### src/rtl/reg_bus_master_pkg.sv
`default_nettype none
// ============================================================================
// Module  : reg_bus_master_pkg
// Purpose : Shared widths, the unmapped-address read pattern and the state
//           encoding of the register-bus initiator.
// Ports   : none (package)
// Revision: 1.0 - initial release
// ============================================================================
package reg_bus_master_pkg;

    localparam int          c_REGBUS_AW = 10;
    localparam int          c_REGBUS_DW = 32;
    localparam logic [31:0] c_BAD_PATT  = 32'hbadace55;
    localparam int          c_STATE_W   = 2;
    localparam int          c_ERRCNT_W  = 16;

    typedef enum logic [c_STATE_W-1:0] {
        S_IDLE = 2'd0,
        S_REQ  = 2'd1,
        S_RSP  = 2'd2
    } state_e;

    // Saturating increment for the timeout counter: sticks at all-ones.
    function automatic logic [c_ERRCNT_W-1:0] sat_inc(input logic [c_ERRCNT_W-1:0] v);
        return (&v) ? v : v + 1'b1;
    endfunction

endpackage
`default_nettype wire

### src/rtl/reg_bus_master.sv
`default_nettype none
// ============================================================================
// Module  : reg_bus_master
// Purpose : Register-bus initiator. Takes one host command at a time, runs
//           one val/ready bus transaction and returns the read (or readback)
//           data, or a timeout error, on a held response stream.
// Ports   : clk, rst                  - clock, synchronous active-high reset
//           cmd_valid/ready/write/addr/wdata - host command stream
//           rsp_valid/ready/rdata/err/unmapped - host response stream
//           err_cnt                   - saturating timeout count
//           val/addr/write/wdata      - bus request (stable while val)
//           rdata/ready               - bus response
// Revision: 1.0 - initial release
// ============================================================================
module reg_bus_master
    import reg_bus_master_pkg::*;
#(
    parameter int          TIMEOUT  = 64,
    parameter logic [31:0] BAD_PATT = c_BAD_PATT
) (
    input  logic                   clk,
    input  logic                   rst,
    input  logic                   cmd_valid,
    output logic                   cmd_ready,
    input  logic                   cmd_write,
    input  logic [c_REGBUS_AW-1:0] cmd_addr,
    input  logic [c_REGBUS_DW-1:0] cmd_wdata,
    output logic                   rsp_valid,
    input  logic                   rsp_ready,
    output logic [c_REGBUS_DW-1:0] rsp_rdata,
    output logic                   rsp_err,
    output logic                   rsp_unmapped,
    output logic [c_ERRCNT_W-1:0]  err_cnt,
    output logic                   val,
    output logic [c_REGBUS_AW-1:0] addr,
    output logic                   write,
    output logic [c_REGBUS_DW-1:0] wdata,
    input  logic [c_REGBUS_DW-1:0] rdata,
    input  logic                   ready
);

    // Counter is sized so that TIMEOUT-1 is its terminal value; it never wraps.
    localparam int                 c_TMO_W    = (TIMEOUT > 2) ? $clog2(TIMEOUT) : 1;
    localparam logic [c_TMO_W-1:0] c_TMO_LAST = c_TMO_W'(TIMEOUT - 1);

    state_e                   r_state_q,        w_state_d;
    logic                     r_val_q,          w_val_d;
    logic [c_REGBUS_AW-1:0]   r_addr_q,         w_addr_d;
    logic                     r_write_q,        w_write_d;
    logic [c_REGBUS_DW-1:0]   r_wdata_q,        w_wdata_d;
    logic [c_TMO_W-1:0]       r_tmo_q,          w_tmo_d;
    logic                     r_rsp_valid_q,    w_rsp_valid_d;
    logic [c_REGBUS_DW-1:0]   r_rsp_rdata_q,    w_rsp_rdata_d;
    logic                     r_rsp_err_q,      w_rsp_err_d;
    logic                     r_rsp_unmapped_q, w_rsp_unmapped_d;
    logic [c_ERRCNT_W-1:0]    r_err_cnt_q,      w_err_cnt_d;

    always_ff @(posedge clk) begin
        if (rst) begin
            r_state_q        <= S_IDLE;
            r_val_q          <= 1'b0;
            r_addr_q         <= '0;
            r_write_q        <= 1'b0;
            r_wdata_q        <= '0;
            r_tmo_q          <= '0;
            r_rsp_valid_q    <= 1'b0;
            r_rsp_rdata_q    <= '0;
            r_rsp_err_q      <= 1'b0;
            r_rsp_unmapped_q <= 1'b0;
            r_err_cnt_q      <= '0;
        end else begin
            r_state_q        <= w_state_d;
            r_val_q          <= w_val_d;
            r_addr_q         <= w_addr_d;
            r_write_q        <= w_write_d;
            r_wdata_q        <= w_wdata_d;
            r_tmo_q          <= w_tmo_d;
            r_rsp_valid_q    <= w_rsp_valid_d;
            r_rsp_rdata_q    <= w_rsp_rdata_d;
            r_rsp_err_q      <= w_rsp_err_d;
            r_rsp_unmapped_q <= w_rsp_unmapped_d;
            r_err_cnt_q      <= w_err_cnt_d;
        end
    end

    always_comb begin
        w_state_d        = r_state_q;
        w_val_d          = r_val_q;
        w_addr_d         = r_addr_q;
        w_write_d        = r_write_q;
        w_wdata_d        = r_wdata_q;
        w_tmo_d          = r_tmo_q;
        w_rsp_valid_d    = r_rsp_valid_q;
        w_rsp_rdata_d    = r_rsp_rdata_q;
        w_rsp_err_d      = r_rsp_err_q;
        w_rsp_unmapped_d = r_rsp_unmapped_q;
        w_err_cnt_d      = r_err_cnt_q;
        cmd_ready        = 1'b0;

        case (r_state_q)
            S_IDLE: begin
                // A responder still holding ready from the previous transaction
                // would otherwise complete the next request instantly.
                cmd_ready = !ready;
                if (cmd_valid && !ready) begin
                    w_addr_d  = cmd_addr;
                    w_write_d = cmd_write;
                    w_wdata_d = cmd_wdata;
                    w_val_d   = 1'b1;
                    w_tmo_d   = '0;
                    w_state_d = S_REQ;
                end
            end
            S_REQ: begin
                // ready is checked first so a response on the last allowed
                // cycle still completes without error.
                if (ready) begin
                    w_rsp_rdata_d    = rdata;
                    w_rsp_err_d      = 1'b0;
                    w_rsp_unmapped_d = !r_write_q && (rdata == BAD_PATT);
                    w_val_d          = 1'b0;
                    w_rsp_valid_d    = 1'b1;
                    w_state_d        = S_RSP;
                end else if (r_tmo_q == c_TMO_LAST) begin
                    w_rsp_rdata_d    = '0;
                    w_rsp_err_d      = 1'b1;
                    w_rsp_unmapped_d = 1'b0;
                    w_err_cnt_d      = sat_inc(r_err_cnt_q);
                    w_val_d          = 1'b0;
                    w_rsp_valid_d    = 1'b1;
                    w_state_d        = S_RSP;
                end else begin
                    w_tmo_d = r_tmo_q + 1'b1;
                end
            end
            S_RSP: begin
                if (rsp_ready) begin
                    w_rsp_valid_d = 1'b0;
                    w_state_d     = S_IDLE;
                end
            end
            default: begin
                w_state_d = S_IDLE;
                w_val_d   = 1'b0;
            end
        endcase
    end

    assign val          = r_val_q;
    assign addr         = r_addr_q;
    assign write        = r_write_q;
    assign wdata        = r_wdata_q;
    assign rsp_valid    = r_rsp_valid_q;
    assign rsp_rdata    = r_rsp_rdata_q;
    assign rsp_err      = r_rsp_err_q;
    assign rsp_unmapped = r_rsp_unmapped_q;
    assign err_cnt      = r_err_cnt_q;

endmodule
`default_nettype wire

### config.mk
export PLATFORM = sky130hd
export DESIGN_NAME = reg_bus_master
export DESIGN_NICKNAME = d
export VERILOG_FILES = /design/src/rtl/reg_bus_master_pkg.sv /design/src/rtl/reg_bus_master.sv
export SDC_FILE = /design/constraint.sdc
export NUM_CORES = 1
export LEC_CHECK = 0
export CAP_MARGIN = 20
export CORE_UTILIZATION = 42
export DETAILED_ROUTE_END_ITERATION = 6
export HOLD_SLACK_MARGIN = 0.1
export PLACE_DENSITY = 0.79
export RECOVER_POWER = 50
export SLEW_MARGIN = 20
export SYNTH_ARGS = -nofsm -noshare
export SYNTH_HDL_FRONTEND = slang
export SYNTH_SLANG_ARGS = --single-unit
### constraint.sdc
create_clock -name clk -period 2.5 [get_ports clk]
set_clock_uncertainty 0.1 [all_clocks]
set_input_delay 0.5 -clock clk [delete_from_list [all_inputs] [get_ports clk]]
set_output_delay 0.5 -clock clk [all_outputs]
set_load 0.05 [all_outputs]
After elaboration in Yosys (flattened, before gate mapping)
Index checks and enable logic that the tools add are counted.
{ "classes": {"addsub": 2, "n_mul": 0, "div_mod_pow": 0, "order_cmp": 0, "eq_ne": 9, "n_shift": 0, "n_mux": 22, "n_bitwise": 3, "n_reduce_logical": 16} }
{ "op_table": {"columns": ["op", "count"], "rows": [
  ["32-bit 2-to-1 mux", 2],
  ["32-bit equality test, second input constant", 1],
  ["6-bit 2-to-1 mux", 3],
  ["16-bit by 1-bit adder with 16-bit output, second input constant", 1],
  ["16-bit AND reduction", 1],
  ["6-bit one-hot mux with 2 select lines", 1],
  ["1-bit 2-to-1 mux", 9],
  ["3-bit AND reduction", 3],
  ["2-bit 2-to-1 mux", 4],
  ["2-bit inequality test, second input constant", 4],
  ["4-bit AND reduction", 2],
  ["6-bit by 1-bit adder with 6-bit output, second input constant", 1],
  ["6-bit equality test, second input constant", 1],
  ["2-bit one-hot mux with 3 select lines", 1],
  ["2-bit nonzero test", 3],
  ["2-bit AND reduction", 2],
  ["3-bit inequality test, second input constant", 1],
  ["1-bit NOT", 3],
  ["1-bit one-hot mux with 3 select lines", 1],
  ["2-bit by 1-bit equality test with 1-bit output, second input constant", 1],
  ["2-bit equality test, second input constant", 1],
  ["1-bit logical AND", 2],
  ["1-bit zero test", 2],
  ["2-bit zero test", 1],
  ["1-bit one-hot mux with 2 select lines", 1]
]} }
{ "word_totals": {"reg_bits": 103, "latchBits": 0, "mem_bits_rw": 0, "rom_bits": 0, "input_bits": 80, "output_inout_bits": 96, "word_cells": 63, "memories": 0} }

Depth between registers and ports, before layout
{ "depth": {"depth_word": 4, "ltp_mapped": 6, "ltp_nobuf": 5} }

Worst setup path before layout
No wires, ideal clock.
{ "synth_path": {"path_kind": "input port to flip-flop", "from": "in ready", "to": "reg r_write_q (netlist: write)", "setup_ps": 132, "arrival_ps": 2437, "required_ps": 2268, "setup_slack_ps": -169, "cell_stages": 5, "n_path_buf": 1, "path_cell_list": "nor3_1 > nand2_1 > clkbuf_1 > nand2_1 > a21oi_1"} }
{ "synth_between": {"elab_chain_cells": 3} }
{ "synth_rtl": {"columns": ["element", "line_no", "text"], "rows": [
  ["start: declaration", "reg_bus_master.sv:39", "input logic ready"],
  ["1-bit zero test", "reg_bus_master.sv:105", "if (cmd_valid && !ready) begin"],
  ["1-bit logical AND", "reg_bus_master.sv:105", null],
  ["2-bit AND reduction (no source line)", null, null],
  ["end signal: assignment", "reg_bus_master.sv:75", "r_write_q <= w_write_d;"],
  ["end: declaration", "reg_bus_master.sv:49", "logic r_write_q, w_write_d;"]
]} }
Every way passes these cells.
A chain may end at the register's enable or synchronous reset.

Final worst setup path
{ "layout_path": {"from": "in ready", "to": "out cmd_ready"} }
{ "layout_between": {"elab_chain_cells": 2} }
{ "layout_rtl": {"columns": ["element", "line_no", "text"], "rows": [
  ["1-bit zero test", "reg_bus_master.sv:104", "cmd_ready = !ready;"],
  ["1-bit 2-to-1 mux", "reg_bus_master.sv:100", "case (r_state_q)"],
  ["end: declaration", "reg_bus_master.sv:24", "output logic cmd_ready,"]
]} }
Every way passes these cells.

==> out/metrics.csv <==
metric,value,unit
# fillers,826,
fin util,66.0,%
hold_buf cts,0,
combinational share of power,17.3,%
CTS Buf Count,9,
number of max-cap violations,0,
global-route wire length before repair,19000,µm
DIE HEIGHT,101,µm
yosys warns,0,
CORE AREA,0.00937,mm²
drt pass-1 iters,4,
Slew HR,59.8,%
RSZ-0062 raised after global routing,false,
crit path from,ready,
Final nets,750,
largest net degree at the start of global routing,55,
Yosys cell types,44,
"Hold Vio Cnt, Final",0,
VDD IR max,0.289,mV
Max Freq,426,MHz
Worst R2R Start,r_tmo_q[0]$_SDFFE_PP0P_,
internal power,0.00233,W
worst-path fanout max,4,
Die ar.,0.0102,mm²
CTS max path bufs,2,
diode count,0,
Mapped Nets,590,
TritonCTS clock tree,yes,
Clock Latency Late Sink,0.36,ns
CP arrival,1.75,ns
Tcrit/Tclk final,93.9,%
final wirelength,11800,µm
"EDFF count, synth",0,
clock network power share,30.2,%
Syn Inst Count,508,
depth of the CTS H-tree,3,
sequence of cells on the critical path,"dlygate4sd3_1, clkbuf_1, nor3_2, buf_12",
"Avg Cell Area, Syn",8.14,µm²
Yosys reg bits,103,
Residual DRC,0,
Sequential Power Share,52.5,%
Hold Startpoint,wdata[21]$_SDFFE_PP0P_,
routability cong.,0.814,
CP startpoint kind,input port,
synthesized area,0.00413,mm²
PostCTS Resize Cnt,0,
switching share of total power,28.8,%
Clock Tree Root,clkbuf_8,
Initial DRC Count,178,
GRT Residual Overflow,0,
Leakage,2.07,nW
wire per inst,14.7,µm
minimum clock period,2.35,ns
"Async S/R FF share, synth",0,%
# clock sinks,103,
post-DP HPWL,8350,µm
crit end category,output pin,
status,completed,
Port Buf Inserts,175,
setup bufs post-CTS,0,
initial antenna violation count,0,
delay of the slowest critical-path stage,0.62,ns
ys flop type,dfxtp_1,
Pwr Density,529,mW/mm²
Via density,5.26,
final setup violation count,0,
crit-path leading delay family,buffers and inverters,
Row Count,35,
Slew @ Worst Pin,0.599,ns
Syn-to-layout area delta,49.7,%
WP buf/inv,3,
GRT Util Overall,23.1,%
final setup TNS,0,ns
CP Data Required Time,1.90,ns
via count,4221,
Sw Pwr,0.000944,W
layout cells sized above 1,5.05,%
Initial Utilization,44.1,%
Max Slew Vio Count,0,
"Seq/Total Area, Yosys",49.9,%
CP max-delay cell,dlygate4sd3_1,
vias in the first global route,4118,
Die Width,101,µm
Clock transition at path regs,0.09,ns
worst hold path type,reg2reg,
crit path kind,in2out,
I/O pin cnt,176,
Tot Pwr,0.00327,W
final antenna-violating net count,0,
-- kinds of logic after synthesis --
logic type | after synthesis | synth area share (%)
compound gates | 157 | 20.2
simple gates | 205 | 24.7
fa+ha+maj | 2 | 0.605
mux | 2 | 0.545
flops | 103 | 49.9
buf+inv | 39 | 4.03
-- state kept, by name, summed over array words and instances, names as in the netlist, 2 cells and up --
name / cells
r_tmo_q: 6
addr: 10
r_state_q: 2
err_cnt: 16
rsp_rdata: 32
wdata: 32
-- power groups by stage --
stage	combinational, W	clock [W]	sequential (W)
after floorplan	0.000133	0	0.00192
after global placement	0.000568	0	0.00175
after detailed placement	0.000574	0	0.00175
after CTS	0.000576	0.00102	0.00172
after global routing	0.000605	0.00109	0.00172
final	0.000567	0.000989	0.00172
-- cell usage in the layout (no fill, tap or decap), types with 4 or more instances in the layout --
| cell type | instances |
|---|---|
| inv_1 | 4 |
| nor4bb_1 | 4 |
| and4_1 | 4 |
| nand4_1 | 7 |
| nand2_1 | 126 |
| o31ai_1 | 11 |
| and3_1 | 4 |
| nor3_1 | 4 |
| clkbuf_8 | 10 |
| nor4_1 | 4 |
| nand3_1 | 12 |
| a21oi_1 | 98 |
| dlygate4sd3_1 | 6 |
| o21ai_0 | 40 |
| or4_1 | 13 |
| buf_12 | 4 |
| dfxtp_1 | 103 |
| clkdlybuf4s50_1 | 167 |
-- worst paths after layout --
check,to,slack (ns),cells after the start
max,cmd_ready,0.15,4
min,wdata[21]$_SDFFE_PP0P_,0.36,2
max reg2reg,err_cnt[7]$_SDFFE_PP0P_,0.31,5
min reg2reg,wdata[21]$_SDFFE_PP0P_,0.36,2
-- through the flow --
step	area [µm²]	hold slack, ns	setup slack [ns]	std cells
after floorplan	4140	0.347	0.265	508
after detailed placement	6030	0.350	0.0242	786
after global routing	6190	0.372	0.0721	802
final	6190	0.360	0.152	802
after global placement	6030	0.340	0.157	786
after CTS	6220	0.359	0.215	802
-- worst reg2reg max path, cell delays in order, from the launching register on --
cell and delay [ns]:
dfxtp_1 0.40, ha_1 0.25, and2_0 0.28, nand3_1 0.34
or4_1 0.60, a21oi_1 0.16
-- Yosys cell counts, drive strengths merged, types with 3 or more instances --
| library cell | instances | share of area [%] |
|---|---|---|
| a21oi | 98 | 12 |
| and3 | 5 | 0.79 |
| and4 | 4 | 0.85 |
| buf | 6 | 1.0 |
| clkbuf | 29 | 2.6 |
| dfxtp | 103 | 50 |
| inv | 4 | 0.36 |
| nand2 | 126 | 11 |
| nand2b | 3 | 0.45 |
| nand3 | 12 | 1.6 |
| nand4 | 7 | 1.1 |
| nor2 | 4 | 0.36 |
| nor3 | 5 | 0.61 |
| nor4 | 4 | 0.61 |
| nor4bb | 4 | 0.97 |
| o21ai | 41 | 5.0 |
| o31ai | 11 | 2.0 |
| or4 | 13 | 2.4 |
-- routing by layer --
layer	vias up	wire length, µm	GRT usage [%]
met3	13	845	7.18
met2	126	5920	40.0
li1	2104	-	-
met1	1978	4840	27.4
met4	0	165	7.25
met5	-	0	0
-- final cells by class --
cell class                 count  area (µm²)  share of cell area [%]
clock inverter                 6        50.0                   0.809
tap                          129         161                    2.61
sequential                   103        2060                    33.3
multi-input combinational    366        1910                    30.8
clock buffer                  10         138                    2.22
timing repair buffer         184        1850                    30.0
inverter                       4        15.0                   0.243
No activity file was read; power rests on OpenSTA's default activity.
